[src/rtl/lsu_pkg.sv]
// ---------------------------------------------------------------------------
// lsu_pkg
// Shared definitions for the load/store unit:
//   - cpu_op encodings (OP_LB .. OP_SW)
//   - FSM state encoding and access-size enum
//   - helpers: is_store, op_size, is_aligned
// ---------------------------------------------------------------------------
package lsu_pkg;

  localparam logic [2:0] OP_LB  = 3'd0;
  localparam logic [2:0] OP_LH  = 3'd1;
  localparam logic [2:0] OP_LW  = 3'd2;
  localparam logic [2:0] OP_LBU = 3'd3;
  localparam logic [2:0] OP_LHU = 3'd4;
  localparam logic [2:0] OP_SB  = 3'd5;
  localparam logic [2:0] OP_SH  = 3'd6;
  localparam logic [2:0] OP_SW  = 3'd7;

  typedef enum logic [1:0] {
    ST_IDLE   = 2'd0,
    ST_ACCESS = 2'd1,
    ST_DONE   = 2'd2,
    ST_FAULT  = 2'd3
  } lsu_state_e;

  typedef enum logic [1:0] {
    SZ_BYTE = 2'd0,
    SZ_HALF = 2'd1,
    SZ_WORD = 2'd2
  } lsu_size_e;

  function automatic logic is_store(input logic [2:0] op);
    logic res;
    res = (op == OP_SB) || (op == OP_SH) || (op == OP_SW);
    return res;
  endfunction

  function automatic lsu_size_e op_size(input logic [2:0] op);
    lsu_size_e sz;
    case (op)
      OP_LB, OP_LBU, OP_SB: sz = SZ_BYTE;
      OP_LH, OP_LHU, OP_SH: sz = SZ_HALF;
      default:              sz = SZ_WORD;
    endcase
    return sz;
  endfunction

  // Bytes are always aligned; halfwords need an even address; words need addr[1:0]=0.
  function automatic logic is_aligned(input logic [2:0] op, input logic [1:0] lane);
    logic ok;
    case (op_size(op))
      SZ_HALF: ok = ~lane[0];
      SZ_WORD: ok = (lane == 2'b00);
      default: ok = 1'b1;
    endcase
    return ok;
  endfunction

endpackage

[src/rtl/lsu_if.sv]
// ---------------------------------------------------------------------------
// lsu_if
// Bundles the CPU-side request/response signals and the DataMemory port.
//   master : view of the load/store unit (takes CPU requests, drives memory)
//   slave  : view of the environment (pipeline + DataMemory)
// ---------------------------------------------------------------------------
interface lsu_if;
  // CPU / MEM-stage side
  logic        cpu_req;
  logic [2:0]  cpu_op;
  logic [31:0] cpu_addr;
  logic [31:0] cpu_wdata;
  logic        cpu_busy;
  logic        cpu_done;
  logic [31:0] cpu_rdata;
  logic        cpu_misaligned;
  logic        cpu_timeout;
  // DataMemory side
  logic [31:0] address;
  logic [3:0]  mem_write;
  logic        mem_read;
  logic [31:0] write_data;
  logic [31:0] read_data;
  logic        mem_ready;

  modport master (
    input  cpu_req, cpu_op, cpu_addr, cpu_wdata, read_data, mem_ready,
    output cpu_busy, cpu_done, cpu_rdata, cpu_misaligned, cpu_timeout,
           address, mem_write, mem_read, write_data
  );

  modport slave (
    output cpu_req, cpu_op, cpu_addr, cpu_wdata, read_data, mem_ready,
    input  cpu_busy, cpu_done, cpu_rdata, cpu_misaligned, cpu_timeout,
           address, mem_write, mem_read, write_data
  );
endinterface

[src/rtl/lsu_align.sv]
// ---------------------------------------------------------------------------
// lsu_align
// Purely combinational lane logic for the load/store unit.
//   Store side: i_st_op/i_st_lane/i_st_wdata -> o_st_be (byte enables), o_st_wdata
//               (data replicated into every lane so the enables pick the right one).
//   Load side : i_ld_op/i_ld_lane/i_ld_rdata -> o_ld_data (extracted, extended).
// ---------------------------------------------------------------------------
module lsu_align
  import lsu_pkg::*;
(
  input  logic [2:0]  i_st_op,
  input  logic [1:0]  i_st_lane,
  input  logic [31:0] i_st_wdata,
  output logic [3:0]  o_st_be,
  output logic [31:0] o_st_wdata,
  input  logic [2:0]  i_ld_op,
  input  logic [1:0]  i_ld_lane,
  input  logic [31:0] i_ld_rdata,
  output logic [31:0] o_ld_data
);

  logic [31:0] w_shifted;

  // Store enables and lane replication; loads leave the write bus quiet.
  always_comb begin
    o_st_be    = 4'b0000;
    o_st_wdata = 32'h0;
    case (i_st_op)
      OP_SB: begin
        o_st_be    = 4'b0001 << i_st_lane;
        o_st_wdata = {4{i_st_wdata[7:0]}};
      end
      OP_SH: begin
        o_st_be    = 4'b0011 << i_st_lane;
        o_st_wdata = {2{i_st_wdata[15:0]}};
      end
      OP_SW: begin
        o_st_be    = 4'hF;
        o_st_wdata = i_st_wdata;
      end
      default: ;
    endcase
  end

  // Bring the addressed lane down to bit 0 before extending.
  assign w_shifted = i_ld_rdata >> {i_ld_lane, 3'b000};

  always_comb begin
    o_ld_data = i_ld_rdata;
    case (i_ld_op)
      OP_LB:   o_ld_data = {{24{w_shifted[7]}}, w_shifted[7:0]};
      OP_LBU:  o_ld_data = {24'h0, w_shifted[7:0]};
      OP_LH:   o_ld_data = {{16{w_shifted[15]}}, w_shifted[15:0]};
      OP_LHU:  o_ld_data = {16'h0, w_shifted[15:0]};
      default: o_ld_data = i_ld_rdata;
    endcase
  end

endmodule

[src/rtl/load_store_unit.sv]
// ---------------------------------------------------------------------------
// load_store_unit
// Initiator side of the CPU/DataMemory port. Accepts one load/store from the
// MEM stage, drives a registered memory access, waits for mem_ready and
// returns extended load data, flagging misaligned accesses and timeouts.
// Ports:
//   clk, rst : clock (rising edge) and asynchronous active-high reset
//   bus      : lsu_if.master - cpu_* request/response and DataMemory port
// Parameters:
//   TIMEOUT_CYCLES : cycles allowed in ACCESS without mem_ready (>=1)
//   CNT_W          : wait counter width, must hold TIMEOUT_CYCLES
// ---------------------------------------------------------------------------
module load_store_unit
  import lsu_pkg::*;
#(
  parameter int TIMEOUT_CYCLES = 16,
  parameter int CNT_W          = 5
) (
  input  logic  clk,
  input  logic  rst,
  lsu_if.master bus
);

  lsu_state_e       r_state, w_state_nxt;
  logic [2:0]       r_op, w_op_nxt;
  logic [1:0]       r_lane, w_lane_nxt;
  logic [CNT_W-1:0] r_cnt, w_cnt_nxt;
  logic [31:0]      r_address, w_address_nxt;
  logic [3:0]       r_mem_write, w_mem_write_nxt;
  logic             r_mem_read, w_mem_read_nxt;
  logic [31:0]      r_write_data, w_write_data_nxt;
  logic [31:0]      r_rdata, w_rdata_nxt;
  logic             r_misaligned, w_misaligned_nxt;
  logic             r_timeout, w_timeout_nxt;

  logic [3:0]       w_st_be;
  logic [31:0]      w_st_wdata;
  logic [31:0]      w_ld_data;

  // Store side looks at the live request; load side at the latched op/lane.
  lsu_align u_align (
    .i_st_op    (bus.cpu_op),
    .i_st_lane  (bus.cpu_addr[1:0]),
    .i_st_wdata (bus.cpu_wdata),
    .o_st_be    (w_st_be),
    .o_st_wdata (w_st_wdata),
    .i_ld_op    (r_op),
    .i_ld_lane  (r_lane),
    .i_ld_rdata (bus.read_data),
    .o_ld_data  (w_ld_data)
  );

  // Next-state and next-output logic. Flags default to 0 so they only last
  // for the single FAULT cycle; everything else holds unless changed.
  always_comb begin
    w_state_nxt      = r_state;
    w_op_nxt         = r_op;
    w_lane_nxt       = r_lane;
    w_cnt_nxt        = r_cnt;
    w_address_nxt    = r_address;
    w_mem_write_nxt  = r_mem_write;
    w_mem_read_nxt   = r_mem_read;
    w_write_data_nxt = r_write_data;
    w_rdata_nxt      = r_rdata;
    w_misaligned_nxt = 1'b0;
    w_timeout_nxt    = 1'b0;
    case (r_state)
      ST_IDLE: begin
        if (bus.cpu_req) begin
          if (is_aligned(bus.cpu_op, bus.cpu_addr[1:0])) begin
            w_state_nxt      = ST_ACCESS;
            w_op_nxt         = bus.cpu_op;
            w_lane_nxt       = bus.cpu_addr[1:0];
            w_cnt_nxt        = '0;
            w_address_nxt    = {2'b00, bus.cpu_addr[31:2]};
            w_mem_write_nxt  = w_st_be;
            w_mem_read_nxt   = ~is_store(bus.cpu_op);
            w_write_data_nxt = w_st_wdata;
          end else begin
            // Misaligned requests never reach the memory.
            w_state_nxt      = ST_FAULT;
            w_misaligned_nxt = 1'b1;
          end
        end
      end
      ST_ACCESS: begin
        // mem_ready is checked first so it wins over a same-cycle timeout.
        if (bus.mem_ready) begin
          w_mem_write_nxt = 4'b0000;
          w_mem_read_nxt  = 1'b0;
          if (!is_store(r_op)) w_rdata_nxt = w_ld_data;
          w_state_nxt     = ST_DONE;
        end else if (r_cnt == CNT_W'(TIMEOUT_CYCLES - 1)) begin
          w_mem_write_nxt = 4'b0000;
          w_mem_read_nxt  = 1'b0;
          w_timeout_nxt   = 1'b1;
          w_state_nxt     = ST_FAULT;
        end else begin
          w_cnt_nxt = r_cnt + 1'b1;
        end
      end
      ST_DONE:  w_state_nxt = ST_IDLE;
      ST_FAULT: w_state_nxt = ST_IDLE;
      default:  w_state_nxt = ST_IDLE;
    endcase
  end

  // All state and outputs are registered; reset clears them immediately,
  // abandoning any in-flight access without a completion pulse.
  always_ff @(posedge clk or posedge rst) begin
    if (rst) begin
      r_state      <= ST_IDLE;
      r_op         <= OP_LB;
      r_lane       <= 2'b00;
      r_cnt        <= '0;
      r_address    <= 32'h0;
      r_mem_write  <= 4'b0000;
      r_mem_read   <= 1'b0;
      r_write_data <= 32'h0;
      r_rdata      <= 32'h0;
      r_misaligned <= 1'b0;
      r_timeout    <= 1'b0;
    end else begin
      r_state      <= w_state_nxt;
      r_op         <= w_op_nxt;
      r_lane       <= w_lane_nxt;
      r_cnt        <= w_cnt_nxt;
      r_address    <= w_address_nxt;
      r_mem_write  <= w_mem_write_nxt;
      r_mem_read   <= w_mem_read_nxt;
      r_write_data <= w_write_data_nxt;
      r_rdata      <= w_rdata_nxt;
      r_misaligned <= w_misaligned_nxt;
      r_timeout    <= w_timeout_nxt;
    end
  end

  assign bus.cpu_busy       = (r_state != ST_IDLE);
  assign bus.cpu_done       = (r_state == ST_DONE) || (r_state == ST_FAULT);
  assign bus.cpu_rdata      = r_rdata;
  assign bus.cpu_misaligned = r_misaligned;
  assign bus.cpu_timeout    = r_timeout;
  assign bus.address        = r_address;
  assign bus.mem_write      = r_mem_write;
  assign bus.mem_read       = r_mem_read;
  assign bus.write_data     = r_write_data;

endmodule

[src/flat_wrapper.sv]
// flat-port wrapper written by rule: the top's interface ports become plain ports
module load_store_unit_flat import lsu_pkg::*;
#(
  parameter int TIMEOUT_CYCLES = 16,
  parameter int CNT_W          = 5
)
  (clk, rst, bus_cpu_req, bus_cpu_op, bus_cpu_addr, bus_cpu_wdata, bus_read_data, bus_mem_ready, bus_cpu_busy, bus_cpu_done, bus_cpu_rdata, bus_cpu_misaligned, bus_cpu_timeout, bus_address, bus_mem_write, bus_mem_read, bus_write_data);
  lsu_if bus_i ();
  input  logic clk;
  input  logic rst;
  input wire logic [$bits(bus_i.cpu_req)-1:0] bus_cpu_req;
  input wire logic [$bits(bus_i.cpu_op)-1:0] bus_cpu_op;
  input wire logic [$bits(bus_i.cpu_addr)-1:0] bus_cpu_addr;
  input wire logic [$bits(bus_i.cpu_wdata)-1:0] bus_cpu_wdata;
  input wire logic [$bits(bus_i.read_data)-1:0] bus_read_data;
  input wire logic [$bits(bus_i.mem_ready)-1:0] bus_mem_ready;
  output wire logic [$bits(bus_i.cpu_busy)-1:0] bus_cpu_busy;
  output wire logic [$bits(bus_i.cpu_done)-1:0] bus_cpu_done;
  output wire logic [$bits(bus_i.cpu_rdata)-1:0] bus_cpu_rdata;
  output wire logic [$bits(bus_i.cpu_misaligned)-1:0] bus_cpu_misaligned;
  output wire logic [$bits(bus_i.cpu_timeout)-1:0] bus_cpu_timeout;
  output wire logic [$bits(bus_i.address)-1:0] bus_address;
  output wire logic [$bits(bus_i.mem_write)-1:0] bus_mem_write;
  output wire logic [$bits(bus_i.mem_read)-1:0] bus_mem_read;
  output wire logic [$bits(bus_i.write_data)-1:0] bus_write_data;
  assign bus_i.cpu_req = bus_cpu_req;
  assign bus_i.cpu_op = bus_cpu_op;
  assign bus_i.cpu_addr = bus_cpu_addr;
  assign bus_i.cpu_wdata = bus_cpu_wdata;
  assign bus_i.read_data = bus_read_data;
  assign bus_i.mem_ready = bus_mem_ready;
  assign bus_cpu_busy = bus_i.cpu_busy;
  assign bus_cpu_done = bus_i.cpu_done;
  assign bus_cpu_rdata = bus_i.cpu_rdata;
  assign bus_cpu_misaligned = bus_i.cpu_misaligned;
  assign bus_cpu_timeout = bus_i.cpu_timeout;
  assign bus_address = bus_i.address;
  assign bus_mem_write = bus_i.mem_write;
  assign bus_mem_read = bus_i.mem_read;
  assign bus_write_data = bus_i.write_data;
  load_store_unit #(.TIMEOUT_CYCLES(TIMEOUT_CYCLES), .CNT_W(CNT_W)) u_core (.clk(clk), .rst(rst), .bus(bus_i));
endmodule
[config.mk]
export PLATFORM = sky130hd
export DESIGN_NAME = load_store_unit_flat
export DESIGN_NICKNAME = d
export VERILOG_FILES = /design/src/rtl/lsu_pkg.sv /design/src/rtl/lsu_if.sv /design/src/rtl/lsu_align.sv /design/src/rtl/load_store_unit.sv /design/src/flat_wrapper.sv
export SDC_FILE = /design/constraint.sdc
export NUM_CORES = 1
export LEC_CHECK = 0
export ABC_AREA = 1
export CORE_UTILIZATION = 45
export DETAILED_ROUTE_END_ITERATION = 8
export DONT_BUFFER_PORTS = 1
export SKIP_CTS_REPAIR_TIMING = 1
export SYNTH_ARGS = -nofsm -noshare
export SYNTH_HDL_FRONTEND = slang
export SYNTH_HIERARCHICAL = 1
export SYNTH_SLANG_ARGS = --single-unit
export TNS_END_PERCENT = 10
[constraint.sdc]
create_clock -name clk -period 3.4 [get_ports clk]
set_input_delay 0.34 -clock clk [delete_from_list [all_inputs] [get_ports clk]]
set_output_delay 0.34 -clock clk [all_outputs]
set_load 0.01 [all_outputs]
* After elaboration in Yosys (flattened, before gate mapping) *
Cells that the tools add are included.

operators by class
  add/subtract/negate cells = 1
  multipliers = 0
  div/mod/pow operators = 0
  magnitude comparators = 0
  eq/ne operators = 23
  shift-type cells = 3
  mux-type cells = 35
  bitwise logic cells = 3
  reduce and logical (&&, ||, !) cells = 19

operators by type and width
  operator               count
  $pmux W32 S4           1
  $pmux W32 S3           1
  $shr A32 B5 Y16        1
  $eq A3 B3 Y1 const B   8
  $mux W5                4
  $mux W4                4
  $mux W1                12
  $mux W2                6
  $pmux W4 S3            1
  $pmux W5 S2            1
  $pmux W4 S2            1
  $eq A2 B2 Y1 const B   3
  $eq A3 B1 Y1 const B   2
  $eq A3 B2 Y1 const B   2
  $logic_not A3 Y1       2
  $ne A2 B2 Y1 const B   3
  $pmux W2 S3            1
  $reduce_and A3 Y1      2
  $reduce_or A3 Y1       2
  $add A5 B1 Y5 const B  1
  $eq A5 B4 Y1 const B   1
  $logic_or A1 B1 Y1     5
  $reduce_and A5 Y1      1
  $eq A2 B1 Y1 const B   2
  12 further kinds       17

storage, ports and cells
  flip-flop bits (word level) = 113
  latch bits = 0
  memory bits (writable) = 0
  bits in read-only memories = 0
  bits of input ports = 103
  output and inout bits = 105
  logic and storage cells = 95
  memories kept = 0

* Longest topological paths before layout *
Gate-level depths: netlist of run 1.

  word-level depth = 12
  depth in mapped cells = 10
  gate-level depth less buffers = 10

* By module *
Netlist of run 1, hierarchy kept.

by module, submodules not included
  module           instances  cells each  area an instance (um2)  seq. area each (um2)
  load_store_unit  1          452         4,720.8                 2,827.7
  lsu_align        1          307         1,397.6                 0.0

* Worst setup path before layout of run 1 *
Ideal clock, no wire load.

  path type = register to register
  start point = reg u_core.r_cnt[0]
  end point = reg u_core.r_cnt[0]
  library setup time = 117 ps
  arrival time = 1,399 ps
  data required time = 3,283 ps
  path slack = 1,884 ps
  stages on the path, launching flop included = 11
  buffers on the path = 0
  period minus slack after synthesis = 1,516 ps
  cell sequence = dfrtp_1 ha_1 nand2_1 nor2_1 ha_1 inv_1 a21oi_1 nor2_2 nand3_1 nand2_1 nand2_1

on the way
  word-level cells in the longest chain between the ends = 4
  elaborated cells between the ends (all ways) = 7
  classes of those cells = 1 x add/sub; 2 x eq/ne; 3 x mux; 1 x reduce/logical

ends and longest elaborated chain
  element                 line                    RTL
  start, declared         load_store_unit.sv:27   logic [CNT_W-1:0] r_cnt, w_cnt_nxt;
  start signal, assigned  load_store_unit.sv:127  r_cnt <= w_cnt_nxt;
  $add A5 B1 Y5           load_store_unit.sv:99   w_cnt_nxt = r_cnt + 1'b1;
  $mux W5                 load_store_unit.sv:93   end else if (r_cnt == CNT_W'(TIMEOUT_CYCLES - 1)) begin
  $mux W5                 load_store_unit.sv:88   if (bus.mem_ready) begin
  $pmux W5 S2             load_store_unit.sv:67   case (r_state)

Parallel ways exist; a longest one is shown, timed or not. The select of a mux whose other input is x is not followed.
A chain may end at the register's enable or synchronous reset.

* Worst setup path after layout of run 1 *
  start point = reg u_core.r_lane[1]
  end point = reg u_core.r_rdata[13] (netlist: u_core/bus.cpu_rdata[13])

on the way
  word-level cells in the longest chain between the ends = 2

ends and longest elaborated chain
  element                   line                    RTL
  start, declared           load_store_unit.sv:26   logic [1:0] r_lane, w_lane_nxt;
  start signal, assigned    load_store_unit.sv:126  r_lane <= w_lane_nxt;
  $shr A32 B5 Y16           lsu_align.sv:46         assign w_shifted = i_ld_rdata >> {i_ld_lane, 3'b000};
  $pmux W32 S4              lsu_align.sv:50         case (i_ld_op)
  via u_core.w_ld_data[13]  load_store_unit.sv:38   logic [31:0] w_ld_data;
  end signal, assigned      load_store_unit.sv:132  r_rdata <= w_rdata_nxt;
  end, declared             load_store_unit.sv:32   logic [31:0] r_rdata, w_rdata_nxt;

The timed path passes the listed nets, and every way through them passes these cells.

==> results of run 1 <==
synth_stat cells (3+ instances only):
master    number
clkbuf_1       3
o21ai_2        8
buf_6         12
nand3_1      126
nand2_1      309
o21ai_1        7
inv_4          3
nor2_2         5
inv_1         46
buf_2         10
nor2_1        24
nand2_2        7
mux2_4        30
dfrtp_1      113
o21ai_0       15
buf_4         12
inv_2          6
nand4_1        4
layout make-up:
type | instances | share of cell area [%]
repair buffers | 5 | 0.758
clock inverters | 7 | 0.568
multi-input cells | 552 | 42.1
clock buffers | 23 | 7.08
inverters | 56 | 3.33
well taps | 176 | 3.33
flip-flops and latches | 113 | 42.8
flip-flops by register name (all words and copies together), names as in the netlist, 2 cells and up:
signal / cells
u_core/bus.cpu_rdata: 32
u_core/bus.write_data: 32
u_core/bus.address: 30
u_core/r_cnt: 5
u_core/bus.mem_write: 4
u_core/r_op: 3
u_core/r_lane: 2
u_core/r_state: 2
logic make-up after synthesis:
| family | after synthesis | share of synthesized area (%) |
|---|---|---|
| buf+inv | 95 | 8.36 |
| flops | 113 | 46.2 |
| xor+xnor | 1 | 0.143 |
| mux | 32 | 7.73 |
| fa+ha+maj | 2 | 0.409 |
| other cells | 1 | 0.0613 |
| compound gates | 33 | 3.27 |
| simple gates | 482 | 33.8 |
routing by layer:
| layer | routed length, um | vias to the layer above | GRT usage, % |
|---|---|---|---|
| li1 | - | 2391 | - |
| met4 | 299 | 0 | 8.86 |
| met5 | 0 | - | 0 |
| met3 | 1550 | 25 | 9.60 |
| met2 | 7520 | 205 | 37.8 |
| met1 | 6220 | 2347 | 27.3 |
power groups by stage:
stage          clock network (uW)  logic (uW)  registers [uW]
4_1_cts                      1570        2050            2690
6_report                     1530        2040            2670
3_5_place_dp                    0        2050            2690
3_3_place_gp                    0        1970            2680
2_1_floorplan                   0        1880            2490
5_1_grt                      1630        2320            2750
through the flow:
stage | util (%) | area, um^2 | power [uW] | setup WS, ns
2_1_floorplan | - | 6120 | 4370 | 0.0726
3_3_place_gp | 46.1 | 6100 | 4650 | 1.59
3_5_place_dp | 46.1 | 6100 | 4740 | 1.53
4_1_cts | 49.9 | 6610 | 6310 | 1.51
5_1_grt | 49.9 | 6610 | 6700 | 1.40
6_report | 49.9 | 6610 | 6240 | 1.54
worst max-delay path by stage:
stage / startpoint / end / slack [ns] / cells past startpoint
6_report: u_core/r_lane[1] / u_core/bus.cpu_rdata[13] / 1.54 / 5
5_1_grt: u_core/r_lane[1] / u_core/bus.cpu_rdata[18] / 1.40 / 5
4_1_cts: u_core/r_state[1] / u_core/bus.cpu_rdata[19] / 1.51 / 5
3_5_place_dp: u_core/r_state[1] / u_core/bus.cpu_rdata[19] / 1.53 / 5
3_3_place_gp: u_core/r_state[1] / u_core/bus.cpu_rdata[9] / 1.59 / 5
2_1_floorplan: rst / u_core/bus.address[0] / 0.07 / 1
critical path, stage by stage, from the launching register on:
cell and delay (ns):
dfrtp_1 0.51, inv_4 0.24, nand3_1 0.15, nand3_2 0.39
nand3_1 0.14, mux2_4 0.29
==> flow_metrics.py, run 1 <==
metrics = {
    "synth": {
        "synth_top_area_cell": "dfrtp_1",
        "synth_area_per_cell_um2": 8.06,
        "ys_seq_area_share_pct": 46.2,
        "synth-async-reset-ratio_pct": 100,
        "synthCells": 759,
        "synth_top_area_share_pct": 46.2,
        "synth-edff-count": 0,
        "synthFlopType": "dfrtp_1",
        "ys_types": 33,
        "netlist_top_cells_area": "dfrtp_1 46%, nand2_1 19%, nand3_1 10%",
        "yosys_warnings": 6,
        "synth_area_um2": 6120,
        "ys_ff_latch": 113,
    },
    "power": {
        "switching_power_uw": 2520,
        "pwr-share-clk_pct": 24.6,
        "power.density_nw_per_um2": 944,
        "switching_share_pct": 40.5,
        "p_leak_uw": 0.00363,
        "p_int_uw": 3710,
        "max-vdd-ir-drop_mv": 0.447,
        "p_comb_share_pct": 32.7,
        "pwr-share-seq_pct": 42.8,
    },
    "placement": {
        "io_buffers": 0,
        "placedCellCount": 902,
        "dp_hpwl_um": 11000,
        "gp_congestion": 0.877,
    },
    "floorplanning": {
        "fp.dieW_um": 119,
        "die_y_um": 119,
        "rows": 42,
        "ios": 208,
        "initial_core_util_pct": 46.2,
        "coreArea_um2": 13200,
        "die-area_um2": 14100,
    },
    "cells_and_area": {
        "n_fill_cell": 1295,
        "layout-drive-gt1-share_pct": 13.1,
        "syn2layout_area_growth_pct": 7.98,
        "layout_common_cells": "309 x nand2_1, 126 x nand3_1, 113 x dfrtp_1",
        "final_cells": 932,
        "finish.net_count": 850,
        "regArea_um2": 2830,
        "diodes": 0,
        "mostFrequentLayoutCell": "nand2_1",
        "multiInputGateArea_um2": 2780,
    },
    "timing": {
        "whs_ns": 0.00960,
        "finalCriticalPeriod_ns": 1.86,
        "finalSetupViolations": 0,
        "tns_ns": 0,
        "slew_violations": 0,
        "hold_viol": 0,
        "fin_crit_sh_pct": 54.8,
        "worstMarginPinSlew_ns": 0.938,
        "rsz0062_at_grt": "false",
        "worst_clock_skew_ns": 0.00635,
        "relSlewSlack_pct": 37.5,
        "max_freq_mhz": 537,
    },
    "route": {
        "final_antenna_net_count": 0,
        "drtIter0Drc": 347,
        "routedWlPerCell_um": 16.7,
        "wirelength_um": 15600,
        "drc": 0,
        "vias_per_cell": 5.33,
        "dr.pass1.iters": 6,
        "vias": 4968,
    },
    "critical_path": {
        "worstPathRequired_ns": 3.69,
        "r2r_end": "u_core/bus.cpu_rdata[13]",
        "start_kind": "flop",
        "r2r_start": "u_core/r_lane[1]",
        "worstRegToRegCells": 5,
        "setup.worst_path.end_class": "flop",
        "worstSetupPathType": "flop to flop",
        "critPathArrivalTime_ns": 2.15,
        "critPathMaxFanout": 24,
        "reg2reg_slack_ns": 1.54,
    },
    "cts": {
        "h-tree-depth": 4,
        "cts_tree": "built",
        "cts.clk_slew.worst_paths_ns": 0.05,
        "clock_sinks": 113,
        "root_buffer": "clkbuf_16",
        "cts_buffer_depth": 2,
        "insertion_delay_ns": 0.41,
        "cts_buffers": 17,
    },
    "job": {
        "drv_cap": 0,
    },
    "run_status": {
        "status": "finished, final reports clean",
    },
    "grt": {
        "grt_pass1_wl_um": 25600,
        "grt_use_total_pct": 23.3,
        "grt_max_degree": 74,
        "grt-ovfl-total": 0,
        "grt_pass1_vias": 5012,
        "antenna_found_initial": 0,
    },
    "worst_hold_path": {
        "holdCritPathClass": "primary input to asynchronous set/reset pin",
    },
}
(Power assumes the default switching activity.)
==> inputs of run 2 (changes only) <==
==> constraint.sdc (replaced) <==
create_clock -name clk -period 1.6 [get_ports clk]
set_input_delay 0.16 -clock clk [delete_from_list [all_inputs] [get_ports clk]]
set_output_delay 0.16 -clock clk [all_outputs]
set_load 0.01 [all_outputs]
==> run 2 against run 1 <==
Net effect: the flow now finishes with violations (hold timing, setup timing); clock power increased by 130%; clock skew increased by 0.0058 ns; core utilization increased by 5.3 points; count of clock-buffer cells in the layout increased by 3; sequential share of layout area decreased by 4.1 points; final area increased by 11%; global-route usage decreased by 0.28 points; via count increased by 7.0%; die area unchanged; critical path depth increased by 5; cell count increased by 6.9%; largest power group unchanged.
==> flow_metrics.py, run 2 (synthesis gave the netlist of run 1 again) <==
metrics = {
    "cells_and_area": {
        "syn2layout_area_growth_pct": 19.5,
        "layout-drive-gt1-share_pct": 16.6,
        "final_cells": 996,
        "layout_common_cells": "308 x nand2_1, 124 x nand3_1, 111 x dfrtp_1",
        "n_fill_cell": 1244,
        "post-route-util_pct": 55.2,
        "mostFrequentLayoutCell": "nand2_1",
        "diodes": 0,
        "finish.net_count": 912,
    },
    "grt": {
        "grt_max_degree": 68,
        "antenna_found_initial": 0,
        "grt_pass1_vias": 5078,
        "grt-ovfl-total": 0,
        "grt_use_total_pct": 23.0,
        "grt_pass1_wl_um": 25300,
    },
    "cts": {
        "insertion_delay_ns": 0.42,
        "cts_tree": "built",
        "clock_sinks": 113,
        "h-tree-depth": 4,
        "cts_buffer_depth": 2,
        "cts.clk_slew.worst_paths_ns": 0.06,
        "root_buffer": "clkbuf_16",
        "cts_buffers": 17,
    },
    "floorplanning": {
        "rows": 42,
        "die_y_um": 119,
        "coreArea_um2": 13200,
        "initial_core_util_pct": 46.2,
        "fp.dieW_um": 119,
        "ios": 208,
        "die-area_um2": 14100,
    },
    "placement": {
        "placedCellCount": 922,
        "gp_congestion": 0.850,
        "dp_hpwl_um": 11300,
        "io_buffers": 0,
    },
    "timing": {
        "hold_viol": 10,
        "finalSetupViolations": 1,
        "relSlewSlack_pct": 61.0,
        "max_freq_mhz": 618,
        "fin_crit_sh_pct": 101,
        "finalCriticalPeriod_ns": 1.62,
        "slew_violations": 0,
        "whs_ns": -0.0173,
        "rsz0062_at_grt": "true",
        "worstMarginPinSlew_ns": 0.585,
        "setup_ws_ns": -0.0185,
        "worst_clock_skew_ns": 0.0121,
    },
    "power": {
        "switching_share_pct": 39.4,
        "pwr-share-seq_pct": 40.3,
        "max-vdd-ir-drop_mv": 0.805,
        "switching_power_uw": 5530,
        "pwr-share-clk_pct": 24.9,
        "power.density_nw_per_um2": 1920,
        "p_comb_share_pct": 34.8,
        "p_int_uw": 8520,
        "p_leak_uw": 0.00395,
    },
    "route": {
        "drtIter0Drc": 369,
        "routedWlPerCell_um": 16.5,
        "vias_per_cell": 5.34,
        "wirelength_um": 16400,
        "drc": 0,
        "final_antenna_net_count": 0,
        "dr.pass1.iters": 5,
        "vias": 5314,
    },
    "job": {
        "drv_cap": 0,
    },
    "critical_path": {
        "worstSetupPathType": "flop to flop",
        "setup.worst_path.end_class": "flop",
        "critPathMaxFanout": 3,
        "worstPathRequired_ns": 1.90,
        "start_kind": "flop",
        "critPathArrivalTime_ns": 1.92,
    },
    "run_status": {
        "violations": "hold timing, setup timing",
        "status": "finished, violations left",
    },
    "worst_hold_path": {
        "holdCritPathClass": "primary input to flop",
    },
}
run 2: per-stage QoR:
step / instance area [um^2] / total power, uW / setup WS (ns) / hold slack [ns] / setup TNS [ns]
4_1_cts: 6860 / 14000 / -0.0712 / -0.271 / -0.281
2_1_floorplan: 6130 / 9290 / 0.0686 / 0.305 / 0
3_5_place_dp: 6310 / 10400 / -0.0616 / 0.173 / -0.233
6_report: 7310 / 14100 / -0.0185 / -0.0173 / -0.0185
5_1_grt: 7310 / 15000 / -0.141 / 0.00280 / -1.09
3_3_place_gp: 6310 / 10200 / 0.0324 / 0.157 / 0
run 2: cell type report:
cell class / count / area, um^2 / area share (%)
well taps: 176 / 220 / 3.01
inverters: 56 / 221 / 3.03
flip-flops and latches: 113 / 2830 / 38.7
clock buffers: 26 / 489 / 6.69
repair buffers: 67 / 679 / 9.29
clock inverters: 6 / 55.1 / 0.753
multi-input cells: 552 / 2820 / 38.5
run 2: worst max-delay path, stage by stage (launching register included):
cell,delay (ns)
dfrtp_1,0.38
ha_2,0.20
nand2_2,0.07
nor2_2,0.11
ha_2,0.21
inv_2,0.05
a21oi_2,0.13
nor2_2,0.06
buf_4,0.15
nand4_1,0.09
nand2_1,0.06
run 2: routing by layer:
| layer | share of wire, % | vias up | track usage (%) | wire length (um) |
|---|---|---|---|---|
| li1 | - | 2505 | - | - |
| met1 | 40 | 2543 | 27.5 | 6630 |
| met2 | 48 | 233 | 36.6 | 7930 |
| met3 | 8.9 | 33 | 8.64 | 1460 |
| met4 | 2.2 | 0 | 10.5 | 368 |
| met5 | 0 | - | 0 | 0 |
run 2: worst paths after layout:
| path | from | end | slack (ns) | depth (start not counted) |
|---|---|---|---|---|
| min in group asynchronous | rst | u_core/bus.cpu_misaligned | 0.33 | 3 |
| hold / removal | bus_cpu_wdata[10] | u_core/bus.write_data[10] | -0.02 | 4 |
| setup reg to reg | u_core/r_cnt[1] | u_core/r_cnt[2] | -0.02 | 10 |
| hold reg to reg | u_core/r_cnt[3] | u_core/r_cnt[3] | 0.47 | 2 |
| setup / recovery | u_core/r_cnt[1] | u_core/r_cnt[2] | -0.02 | 10 |
| max in group asynchronous | rst | u_core/r_lane[0] | 0.73 | 3 |
run 2: power by group through the flow:
stage	combinational [uW]	sequential (uW)	clock (uW)
2_1_floorplan	3990	5300	0
3_3_place_gp	4570	5670	0
3_5_place_dp	4720	5680	0
4_1_cts	4720	5670	3580
5_1_grt	5520	5820	3700
6_report	4890	5660	3500
